$ cat config.mk
export PLATFORM = sky130hd
export DESIGN_NAME = ps2_rx_checked
export DESIGN_NICKNAME = d
export VERILOG_FILES = /design/src/rtl/ps2_pkg.sv /design/src/rtl/ps2_rx_fifo.sv /design/src/rtl/ps2_rx_checked.sv
export SDC_FILE = /design/constraint.sdc
export NUM_CORES = 1
export LEC_CHECK = 0
export BUFFER_PORTS_ARGS = -buffer_cell sky130_fd_sc_hd__buf_2
export CORE_MARGIN = 2
export CORE_UTILIZATION = 40
export DETAILED_ROUTE_END_ITERATION = 16
export GPL_ROUTABILITY_DRIVEN = 0
export HOLD_SLACK_MARGIN = 0.06
export PLACE_DENSITY = 0.58
export SLEW_MARGIN = 20
export SYNTH_ARGS = -nofsm -noshare
export SYNTH_HDL_FRONTEND = slang
export SYNTH_HIERARCHICAL = 1
export SYNTH_SLANG_ARGS = --single-unit
$ cat constraint.sdc
create_clock -name clk -period 7.6 [get_ports clk]
set_input_delay 0.38 -clock clk [delete_from_list [all_inputs] [get_ports clk]]
set_output_delay 0.38 -clock clk [all_outputs]
set_load 0.005 [all_outputs]
$ cat src/rtl/ps2_pkg.sv
// ps2_pkg: frame constants, receiver state encoding and parity helper shared by the PS/2 blocks
package ps2_pkg;
  localparam int FRAME_BITS = 11;
  localparam int DATA_BITS  = 8;
  typedef enum logic [1:0] {IDLE, RX, CHECK} state_t;
  function automatic logic odd_parity(input logic [DATA_BITS-1:0] d);
    return ~^d;
  endfunction
endpackage

$ cat src/rtl/ps2_rx_fifo.sv
// ps2_rx_fifo: generic first-word-fall-through FIFO; a push while full is taken only alongside a pop
module ps2_rx_fifo #(
  parameter int WIDTH      = 8,
  parameter int FIFO_DEPTH = 4
) (
  input  logic             clk,
  input  logic             reset,
  input  logic             push,
  input  logic [WIDTH-1:0] din,
  input  logic             pop,
  output logic [WIDTH-1:0] dout,
  output logic             valid,
  output logic             full
);
  localparam int AW = $clog2(FIFO_DEPTH);
  logic [WIDTH-1:0] mem [FIFO_DEPTH];
  logic [AW-1:0] wp, rp;
  logic [AW:0] cnt;
  logic do_push, do_pop;
  assign valid   = cnt != '0;
  assign full    = cnt == (AW+1)'(FIFO_DEPTH);
  assign dout    = mem[rp];
  assign do_pop  = pop & valid;
  assign do_push = push & (~full | do_pop);
  always_ff @(posedge clk or posedge reset)
    if (reset) begin
      wp  <= '0;
      rp  <= '0;
      cnt <= '0;
    end else begin
      wp  <= wp + AW'(do_push);
      rp  <= rp + AW'(do_pop);
      cnt <= cnt + (AW+1)'(do_push) - (AW+1)'(do_pop);
    end
  always_ff @(posedge clk)
    if (do_push) mem[wp] <= din;
endmodule

$ cat src/rtl/ps2_rx_checked.sv
// ps2_rx_checked: PS/2 device-to-host receiver with glitch filter, frame checks, timeout and output FIFO
module ps2_rx_checked import ps2_pkg::*; #(
  parameter int FILTER_LEN     = 8,
  parameter int TIMEOUT_CYCLES = 2000,
  parameter int FIFO_DEPTH     = 4
) (
  input  logic                 clk,
  input  logic                 reset,
  input  logic                 ps2c,
  input  logic                 ps2d,
  input  logic                 rx_en,
  output logic [DATA_BITS-1:0] rx_data,
  output logic                 rx_valid,
  input  logic                 rx_ready,
  output logic                 err_parity,
  output logic                 err_frame,
  output logic                 err_timeout,
  output logic                 overflow
);
  localparam int TW = $clog2(TIMEOUT_CYCLES);
  state_t state, state_n;
  logic [1:0] c_sy, d_sy;
  logic [FILTER_LEN-1:0] shr;
  logic filt, filt_n, fall, d_in;
  logic [FRAME_BITS-2:0] sh;
  logic [3:0] bcnt;
  logic [TW-1:0] tcnt;
  logic timeout, is_chk, stop_bad, par_bad, good, push, pop, full;
  // Synchronisers and filter idle high so reset release never looks like a falling edge
  always_ff @(posedge clk or posedge reset)
    if (reset) begin
      c_sy <= '1;
      d_sy <= '1;
      shr  <= '1;
      filt <= 1'b1;
    end else begin
      c_sy <= {c_sy[0], ps2c};
      d_sy <= {d_sy[0], ps2d};
      shr  <= {shr[FILTER_LEN-2:0], c_sy[1]};
      filt <= filt_n;
    end
  assign filt_n  = &shr ? 1'b1 : |shr ? filt : 1'b0;
  assign fall    = filt & ~filt_n;
  assign d_in    = d_sy[1];
  assign timeout = state == RX && !fall && tcnt == TW'(TIMEOUT_CYCLES-1);
  always_ff @(posedge clk or posedge reset)
    if (reset) state <= IDLE;
    else state <= state_n;
  always_comb begin
    state_n = state;
    case (state)
      IDLE:    state_n = fall && rx_en && !d_in ? RX : IDLE;
      RX:      state_n = timeout ? IDLE : fall && bcnt == 4'(FRAME_BITS-2) ? CHECK : RX;
      default: state_n = IDLE;
    endcase
  end
  // Shift register fills LSB-first: sh[7:0] data, sh[8] parity, sh[9] stop
  always_ff @(posedge clk or posedge reset)
    if (reset) begin
      sh   <= '0;
      bcnt <= '0;
      tcnt <= '0;
    end else if (state != RX) begin
      bcnt <= '0;
      tcnt <= '0;
    end else if (fall) begin
      sh   <= {d_in, sh[FRAME_BITS-2:1]};
      bcnt <= bcnt + 4'd1;
      tcnt <= '0;
    end else begin
      tcnt <= tcnt + TW'(1);
    end
  always_comb begin
    is_chk   = state == CHECK;
    stop_bad = ~sh[FRAME_BITS-2];
    par_bad  = sh[DATA_BITS] != odd_parity(sh[DATA_BITS-1:0]);
    good     = is_chk & ~stop_bad & ~par_bad;
    push     = good & (~full | pop);
  end
  assign pop = rx_valid & rx_ready;
  always_ff @(posedge clk or posedge reset)
    if (reset) begin
      err_frame   <= 1'b0;
      err_parity  <= 1'b0;
      err_timeout <= 1'b0;
      overflow    <= 1'b0;
    end else begin
      err_frame   <= is_chk & stop_bad;
      err_parity  <= is_chk & ~stop_bad & par_bad;
      err_timeout <= timeout;
      overflow    <= good & full & ~pop;
    end
  ps2_rx_fifo #(.WIDTH(DATA_BITS), .FIFO_DEPTH(FIFO_DEPTH)) u_fifo (
    .clk   (clk),
    .reset (reset),
    .push  (push),
    .din   (sh[DATA_BITS-1:0]),
    .pop   (pop),
    .dout  (rx_data),
    .valid (rx_valid),
    .full  (full)
  );
endmodule

==> flow_metrics.tcl, run 1 <==
set metrics [dict create \
    synth_warnings 6 \
    clk_pin_slew_ns 0.09 \
    nets 257 \
    drtAntennaViolNets 0 \
    first_pass_iters 4 \
    layoutNonFillerInstCount 354 \
    drv_slew 0 \
    synth_compound_area_frac 0.0204 \
    synth_area_leader_cell "edfxtp_1" \
    synth_fp_nets 231 \
    leakagePower_uw 0.00162 \
    async_flop_share 0.614 \
    finalCriticalPeriod_ns 2.93 \
    rows 33 \
    final-hold-violation-count 0 \
    irDropWorstVdd_v 0.000162 \
    synth_top_area_frac 0.280 \
    powerDensity_nw_per_um2 263 \
    die_area_um2 9320 \
    dp_cells 337 \
    syn_area_um2 3430 \
    synth_edf_count 32 \
    viasPerCell 4.82 \
    die_h_um 96.6 \
    routed_wl_um 5030 \
    slew_headroom 0.495 \
    crit_arrival_ns 3.17 \
    whs_path_depth 1 \
    drive_above_1_share 0.297 \
    grt_antenna_before_repair 0 \
    synth_top_family_by_area "simple AND/OR/NAND/NOR gates" \
    routed_wire_length_per_instance_um 14.2 \
    insertion_delay_ns 0.35 \
    crit_required_ns 7.84 \
    ys_ff_latch 83 \
    tritoncts "built" \
    die_width_um 96.6 \
    grt_max_degree 45 \
    first_iter_violations 55 \
    cts.sinks 83 \
    num_antenna_cells 0 \
    holdCritPathClass "input pin to flop" \
    synth_cells 218 \
    start_util 0.415 \
    grtUsageTotal 0.127 \
    maxCapViolCount 0 \
    worstSetupEndpointType "flop" \
    reg2reg_depth 11 \
    synth-seq-area-share 0.658 \
    io_buffers 18 \
    clock_path_buffers 2 \
    gr-total-overflow 0 \
    ys.flop_type "dfrtp_1" \
    critical_path_class "flop to flop" \
    synth-simple-area-share 0.111 \
    cts_setup_buffers 0 \
    fin_worst_skew_ns 0.00717 \
    dpl_worst_slack_ns 4.66 \
    synth_xor_area_frac 0.0628 \
    max_slew.worst_pin.slew_ns 0.755 \
    worst_slack_ns 4.67 \
    synthTopCellsByArea "edfxtp_1 28%, dfrtp_1 28%, dfstp_2 10%" \
    vias 1706 \
    setup_tns_ns 0 \
    synth.distinct_cells 41 \
    cts_hold_buf 1 \
    grt_first_pass_wirelength_um 8650 \
    drc_errors 0 \
    period_share 0.386 \
    rsz0062_at_grt "no" \
    setup_viol 0 \
    ios 19 \
    cp_max_fo 7 \
    grt_pass1_vias 1777 \
    coreArea_um2 8260 \
    start_kind "flop" \
    muxShareOfSynthArea 0.0982 \
    clock.fmax_mhz 341 \
    synth_adder_area_share 0.0277 \
    htree_levels 3 \
    hpwl_um 3370 \
    post_cts_resized 0 \
    synth.avg_cell_area_um2 15.7 \
    cts_root_buf "clkbuf_8" \
    status "finished clean" \
    cts_buffers 9 \
    area_growth_pct 12.9 \
]
area by class of cell:
| class | instances | area, µm² |
|---|---|---|
| inverter | 7 | 26.3 |
| clock inverter | 7 | 106 |
| fill | 762 | 4390 |
| timing repair buffer | 23 | 130 |
| clock buffer | 9 | 124 |
| sequential | 83 | 2250 |
| tap | 105 | 131 |
| multi-input combinational | 120 | 1100 |
worst paths after layout:
check / start / end / slack [ns]
max: sh[4] / u_fifo/cnt[2] / 4.67
min: ps2c / c_sy[0] / 0.12
max reg2reg: sh[4] / u_fifo/cnt[2] / 4.67
min reg2reg: c_sy[0] / c_sy[1] / 0.36
max in group asynchronous: reset / d_sy[1] / 6.52
min in group asynchronous: reset / u_fifo/cnt[0] / 0.52
logic make-up after synthesis:
family,Yosys count
adder cells (fa/ha/maj),7
XOR/XNOR,23
flip-flops,83
multiplexers,19
AND/OR/NAND/NOR,64
AO/OA/AOI/OAI,7
buffers and inverters,15
per-layer routing:
metal / GRT usage / vias to the layer above / share of wire
met5: 0 / - / 0
met3: 0.0489 / 5 / 0.038
met2: 0.200 / 21 / 0.49
met4: 0.0352 / 0 / 0.013
li1: - / 841 / -
met1: 0.166 / 839 / 0.46
power by group:
group	switching, µW	leakage [µW]	internal, µW
logic	41.9	0.000573	56.9
clock network	166	0.000117	192
registers	62.1	0.000933	497
total	270	0.00162	746
cell usage in the layout (no fill, tap or decap), drive strengths merged, types with 3 or more instances in the layout:
cell type | synthesis | final
ha | 6 | 6
buf | 5 | 22
xnor2 | 9 | 9
mux4 | 8 | 8
inv | 7 | 11
nor3 | 3 | 3
nand4 | 8 | 8
xor2 | 13 | 13
clkbuf | 3 | 9
nor3b | 5 | 5
nor2 | 17 | 17
dfstp | 13 | 13
nand2 | 7 | 7
edfxtp | 32 | 32
nand3 | 5 | 5
dfrtp | 38 | 38
mux2 | 10 | 10
and3 | 5 | 5
registers in the layout (all words and copies together) (netlist names):
| signal | count |
|---|---|
| bcnt | 4 |
| sh | 10 |
| err_parity | 1 |
| filt | 1 |
| d_sy | 2 |
| err_timeout | 1 |
| u_fifo/cnt | 3 |
| err_frame | 1 |
| c_sy | 2 |
| tcnt | 11 |
| u_fifo/rp | 2 |
| shr | 8 |
| overflow | 1 |
| u_fifo/mem | 32 |
| u_fifo/wp | 2 |
| state | 2 |
worst max-delay path, stage by stage, from the launching register on:
cell and delay, ns:
dfrtp_1 0.47, xor2_1 0.17, xnor3_1 0.44, xnor2_1 0.17, nor3b_1 0.41, inv_1 0.10
nand2_1 0.12, o31ai_1 0.09, ha_1 0.20, fa_1 0.38, xnor2_1 0.14, xnor2_1 0.13
through the flow:
| step | power, µW | cell area, µm² | util | hold WS, ns |
|---|---|---|---|---|
| final | 1020 | 3870 | 0.469 | 0.123 |
| after global routing | 1080 | 3870 | 0.469 | 0.0941 |
| after CTS | 1030 | 3870 | 0.469 | 0.104 |
| after detailed placement | 672 | 3630 | 0.440 | 0.344 |
| after global placement | 667 | 3630 | 0.440 | 0.343 |
| after floorplan | 650 | 3430 | - | 0.183 |
synth_stat cells (all sizes together), types with 2 or more instances:
master and instances:
nor2 17, xor2 13, mux2 10, nor4 2, mux4 8, nand3b 2
nand2b 2, and3 5, nor3 3, dfrtp 38, and4 2, inv 7
dfstp 13, nand4 8, and2 2, nor2b 2, ha 6, edfxtp 32
nand2 7, buf 5, nand3 5, clkbuf 3, xnor2 9, nor3b 5
Power figures use the tool's default switching activity.
==> run 2: changes to the inputs <==
--- a/config.mk
+++ b/config.mk
@@ -5,6 +5,7 @@
 export SDC_FILE = /design/constraint.sdc
 export NUM_CORES = 1
 export LEC_CHECK = 0
+export ABC_AREA = 1
 export BUFFER_PORTS_ARGS = -buffer_cell sky130_fd_sc_hd__buf_2
 export CORE_MARGIN = 2
 export CORE_UTILIZATION = 40
==> constraint.sdc (replaced) <==
create_clock -name clk -period 2.7 [get_ports clk]
set_input_delay 0.135 -clock clk [delete_from_list [all_inputs] [get_ports clk]]
set_output_delay 0.135 -clock clk [all_outputs]
set_load 0.005 [all_outputs]
==> flow_metrics.tcl, run 2 <==
set metrics [dict create \
    ios 19 \
    synth_fp_nets 375 \
    viasPerCell 4.63 \
    grt_antenna_before_repair 0 \
    synth_top_family_by_area "simple AND/OR/NAND/NOR gates" \
    final_common_cell "nand2_1" \
    powerDensity_nw_per_um2 730 \
    synthTopCellsByArea "edfxtp_1 26%, dfrtp_1 26%, dfstp_2 9.4%" \
    die_area_um2 9860 \
    maxCapViolCount 0 \
    dpl-instance-area_um2 3820 \
    grt_pass1_vias 2248 \
    ys_ff_latch 83 \
    synth_adder_area_share 0.0262 \
    setup_tns_ns 0 \
    htree_levels 3 \
    total_power_uw 2980 \
    fin_worst_skew_ns 0.00982 \
    post_cts_resized 0 \
    synth.distinct_cells 33 \
    synth_compound_area_frac 0.0661 \
    path_cells "inv_1 > nand2_1 > nand3_1 > nand2_1 > nand2_1 > nand3_1 > nand3_1 > nor2_1 > nand3b_1 > nand2_1 > ha_1 > fa_1 > xnor2_1" \
    seq_power_share 0.527 \
    crit_required_ns 2.95 \
    rsz0062_at_grt "no" \
    swShare 0.284 \
    critical_path_class "flop to flop" \
    drv_slew 0 \
    io_buffers 18 \
    slew_headroom 0.383 \
    synth_edf_count 32 \
    ys.flop_type "dfrtp_1" \
    holdCritPathClass "input pin to flop" \
    synth-seq-area-share 0.620 \
    die_h_um 99.3 \
    worst_slack_ns 0.249 \
    cp-startpoint "sh[3]" \
    fin_util 0.466 \
    top_register "u_fifo/mem" \
    area_growth_pct 12.3 \
    grt_first_pass_wirelength_um 10300 \
    leakagePower_uw 0.00186 \
    start_util 0.415 \
    cp_max_fo 8 \
    clk_pin_slew_ns 0.08 \
    synth_warnings 6 \
    start_kind "flop" \
    async_flop_share 0.614 \
    dpl_worst_slack_ns 0.291 \
    first_iter_violations 148 \
    drive_above_1_share 0.156 \
    setup_viol 0 \
    crit_arrival_ns 2.70 \
    routed_wl_um 5860 \
    hpwl_um 4130 \
    syn_area_um2 3630 \
    insertion_delay_ns 0.35 \
    drc_errors 0 \
    cp_slowest_cell "dfrtp_1" \
    vias 2342 \
    routed_wire_length_per_instance_um 11.6 \
    final-hold-violation-count 0 \
    tritoncts "built" \
    setup.worst_path.end "u_fifo/cnt[2]" \
    synth_xor_area_frac 0.0193 \
    irDropWorstVdd_v 0.000298 \
    fin_area_um2 4080 \
    clock.fmax_mhz 408 \
    clock_path_buffers 2 \
    p_int_uw 2130 \
    drtAntennaViolNets 0 \
    status "finished clean" \
    num_antenna_cells 0 \
    synth_area_leader_cell "edfxtp_1" \
    cts_root_buf "clkbuf_8" \
    synth_cells 362 \
    reg2reg_depth 13 \
    first_pass_iters 4 \
    cts_buffers 9 \
    pwr-share-clk 0.318 \
    period_share 0.908 \
    coreArea_um2 8760 \
    synth.avg_cell_area_um2 10.0 \
    nets 406 \
    synth-simple-area-share 0.185 \
    synthTopCellsByCount "88 x nand2_1, 56 x inv_1, 38 x dfrtp_1, 32 x edfxtp_1, 29 x nor2_1" \
    rows 34 \
    grt_max_degree 34 \
    timing.rr.end "u_fifo/cnt[2]" \
    finalCriticalPeriod_ns 2.45 \
    layout_common_cells "88 x nand2_1, 55 x inv_1, 38 x dfrtp_1, 32 x edfxtp_1, 29 x nor2_1" \
    grtUsageTotal 0.133 \
    critPathMostFrequentCell "nand2_1" \
    max_slew.worst_pin.slew_ns 0.926 \
    die_width_um 99.3 \
    combPwrFrac 0.155 \
    synth_top_area_frac 0.264 \
    largest_register_ffs 32 \
    slowest_delay_ns 0.48 \
    synth.most_common_cell "nand2_1" \
    cts.sinks 83 \
    power_switching_uw 846 \
    whs_path_depth 4 \
    timing.rr.start "sh[3]" \
    top_regs "u_fifo/mem x32, tcnt x11, sh x10" \
    gr-total-overflow 0 \
    ff2ff_setup_slack_ns 0.25 \
    worstSetupEndpointType "flop" \
    muxShareOfSynthArea 0.00275 \
]
## run 2: cell type report
type | count | area (µm²)
clock buffers | 9 | 124
fillers | 821 | 4680
inverters | 59 | 221
well taps | 108 | 135
multi-input cells | 213 | 1090
clock inverters | 7 | 92.6
repair buffers | 27 | 168
flip-flops and latches | 83 | 2250
## run 2: worst min path at each step
| stage | slack, ns | end | start |
|---|---|---|---|
| after floorplan | -0.06 | u_fifo/cnt[0] | reset |
| after global placement | 0.09 | u_fifo/cnt[0] | reset |
| after detailed placement | 0.10 | u_fifo/cnt[0] | reset |
| after CTS | 0.08 | overflow | rx_ready |
| after global routing | 0.09 | overflow | rx_ready |
| final | 0.08 | overflow | rx_ready |
## run 2: kinds of logic after synthesis
logic type | count (synthesis)
buffers and inverters | 66
AO/OA/AOI/OAI | 42
flip-flops | 83
adder cells (fa/ha/maj) | 7
XOR/XNOR | 8
multiplexers | 1
AND/OR/NAND/NOR | 155
## run 2: critical path: cells and delay by family (launching register included)
family	cells	cell delay [ns]
and+or+nand+nor	9	0.98
buffers and inverters	1	0.12
xor gates and xnor gates	1	0.21
adders and majority gates	2	0.57
DFF	1	0.48
## run 2: timing repair
action / in CTS / in global routing
buffers inserted: 0 / 0
hold endpoints to repair: 23 / 0
hold buffers: 4 / 0
endpoints found under the setup margin: 0 / 0
## run 2: power groups by stage
stage	registers [µW]	clock network (µW)	logic, µW
3_3_place_gp	1590	0	452
6_report	1570	947	463
5_1_grt	1600	1030	557
3_5_place_dp	1600	0	470
2_1_floorplan	1490	0	474
4_1_cts	1570	976	471
## run 2: metal layers
layer | vias to the layer above | GRT usage | wire length (µm)
met2 | 39 | 0.209 | 2790
met3 | 14 | 0.0337 | 160
li1 | 1222 | - | -
met5 | - | 0 | 0
met4 | 0 | 0.0601 | 148
met1 | 1067 | 0.175 | 2760
## run 2: metrics by stage
step / std cells / hold WS, ns
floorplan: 362 / -0.0616
global placement: 486 / 0.0910
detailed placement: 486 / 0.103
CTS: 506 / 0.0766
global route: 506 / 0.0945
finish: 506 / 0.0816
==> run 3: changes to the inputs <==
--- a/config.mk
+++ b/config.mk
@@ -7,12 +7,14 @@
 export LEC_CHECK = 0
 export ABC_AREA = 1
 export BUFFER_PORTS_ARGS = -buffer_cell sky130_fd_sc_hd__buf_2
+export CORE_ASPECT_RATIO = 2
 export CORE_MARGIN = 2
 export CORE_UTILIZATION = 40
 export DETAILED_ROUTE_END_ITERATION = 16
 export GPL_ROUTABILITY_DRIVEN = 0
 export HOLD_SLACK_MARGIN = 0.06
 export PLACE_DENSITY = 0.58
+export REMOVE_ABC_BUFFERS = 1
 export SLEW_MARGIN = 20
 export SYNTH_ARGS = -nofsm -noshare
 export SYNTH_HDL_FRONTEND = slang
==> flow_metrics.tcl, run 3 (same netlist as run 2, synthesis figures left out) <==
set metrics [dict create \
    vias 2386 \
    clk_pin_slew_ns 0.06 \
    rows 49 \
    power_switching_uw 877 \
    first_pass_iters 4 \
    wl_met1_um 2280 \
    setup_tns_ns 0 \
    critical_path_class "flop to flop" \
    largest_register_ffs 32 \
    crit_required_ns 2.92 \
    worst_slack_ns 0.373 \
    worstSetupEndpointType "flop" \
    fin_area_um2 4200 \
    routed_wire_length_per_instance_um 12.5 \
    cts_hold_buf 4 \
    grt_antenna_before_repair 0 \
    final_common_cell "nand2_1" \
    cts_setup_buffers 0 \
    start_util 0.409 \
    die_width_um 71.4 \
    finalCriticalPeriod_ns 2.33 \
    cp_max_fo 8 \
    rsz0062_at_grt "no" \
    timing.rr.start "sh[1]" \
    pwr-share-clk 0.400 \
    insertion_delay_ns 0.33 \
    timing.rr.end "u_fifo/cnt[2]" \
    combPwrFrac 0.136 \
    start_kind "flop" \
    top_regs "u_fifo/mem x32, tcnt x11, sh x10" \
    drtAntennaViolNets 0 \
    drc_errors 0 \
    total_power_uw 3390 \
    die_h_um 139 \
    max_slew.worst_pin.slew_ns 0.933 \
    ff2ff_setup_slack_ns 0.37 \
    hpwl_um 4670 \
    hold_end "overflow" \
    maxCapViolCount 0 \
    clock.fmax_mhz 430 \
    status "finished clean" \
    routed.top_layer "met4" \
    grtUsageTotal 0.145 \
    hp-start "rx_ready" \
    io_buffers 18 \
    dpl_worst_slack_ns 0.383 \
    viasPerCell 4.77 \
    area_growth_pct 15.5 \
    wl_met3_um 174 \
    dpl-instance-area_um2 3820 \
    swShare 0.259 \
    period_share 0.862 \
    crit_arrival_ns 2.55 \
    grt_max_degree 34 \
    reg2reg_depth 14 \
    p_int_uw 2510 \
    top_register "u_fifo/mem" \
    post_cts_resized 0 \
    first_iter_violations 204 \
    grt_pass1_vias 2406 \
    routed_wl_um 6270 \
    holdCritPathClass "input pin to flop" \
    drive_above_1_share 0.156 \
    die_area_um2 9910 \
    ios 19 \
    cts_buffers 9 \
    layout_common_cells "88 x nand2_1, 55 x inv_1, 38 x dfrtp_1, 32 x edfxtp_1, 29 x nor2_1" \
    slew_headroom 0.378 \
    powerDensity_nw_per_um2 807 \
    nets 406 \
    fin_worst_skew_ns 0.00458 \
    grt_first_pass_wirelength_um 11000 \
    coreArea_um2 8890 \
    htree_levels 3 \
    met2_length_um 3650 \
    irDropWorstVdd_v 0.000454 \
    drv_slew 0 \
    setup_viol 0 \
    cts.sinks 83 \
    whs_path_depth 4 \
    leakagePower_uw 0.00192 \
    clock_path_buffers 2 \
    final-hold-violation-count 0 \
    gr-total-overflow 0 \
    seq_power_share 0.464 \
    tritoncts "built" \
    cts_root_buf "clkbuf_16" \
    num_antenna_cells 0 \
]
run 3: cell types whose count changed in the layout (fill, tap and decap cells not counted):
| cell | before | now |
|---|---|---|
| clkbuf_1 | 0 | 2 |
| clkbuf_16 | 0 | 10 |
| clkbuf_8 | 9 | 1 |
| clkinv_1 | 3 | 1 |
| clkinv_4 | 2 | 1 |
| clkinvlp_4 | 1 | 0 |
run 3: worst max-delay path by stage:
stage	cells after the start	slack [ns]	from	end
finish	14	0.37	sh[1]	u_fifo/cnt[2]
global route	13	0.08	sh[3]	u_fifo/cnt[2]
CTS	14	0.37	sh[1]	u_fifo/cnt[2]
detailed placement	14	0.38	sh[1]	u_fifo/cnt[2]
global placement	14	0.42	sh[0]	u_fifo/cnt[2]
floorplan	14	0.61	sh[2]	u_fifo/cnt[2]
run 3: power groups by stage:
stage	combinational, µW	clock, µW	sequential, µW
3_3_place_gp	450	0	1590
3_5_place_dp	471	0	1600
2_1_floorplan	333	0	1550
5_1_grt	542	1440	1600
4_1_cts	475	1390	1570
6_report	460	1360	1570
run 3: critical path, cell delays in order, from the launching register on:
cell and delay (ns):
dfrtp_1 0.45, nand2_1 0.12, inv_1 0.04, nor2_1 0.10, nand2_1 0.07, nand2_1 0.08
inv_1 0.04, nand3_1 0.07, nand3_1 0.11, nor2_1 0.18, nand3b_1 0.18, nand2_1 0.08
ha_1 0.19, fa_1 0.38, xnor2_1 0.13
run 3: cell type report:
type,count,area (µm²)
fillers,825,4690
inverters,59,221
repair buffers,27,168
well taps,102,128
clock buffers,13,272
flip-flops and latches,83,2250
multi-input cells,213,1090
clock inverters,3,68.8
run 3: per-stage QoR:
step                      utilization  hold slack [ns]  instances
final                           0.472            0.135        500
after CTS                       0.472            0.129        500
after global placement          0.429           0.0903        480
after global routing            0.472            0.154        500
after floorplan                     -          -0.0616        355
after detailed placement        0.429            0.105        480
run 3: routing by layer:
metal,up-vias,GRT usage
li1,1222,-
met1,1123,0.147
met2,29,0.260
met3,12,0.0465
met4,0,0.0705
met5,-,0
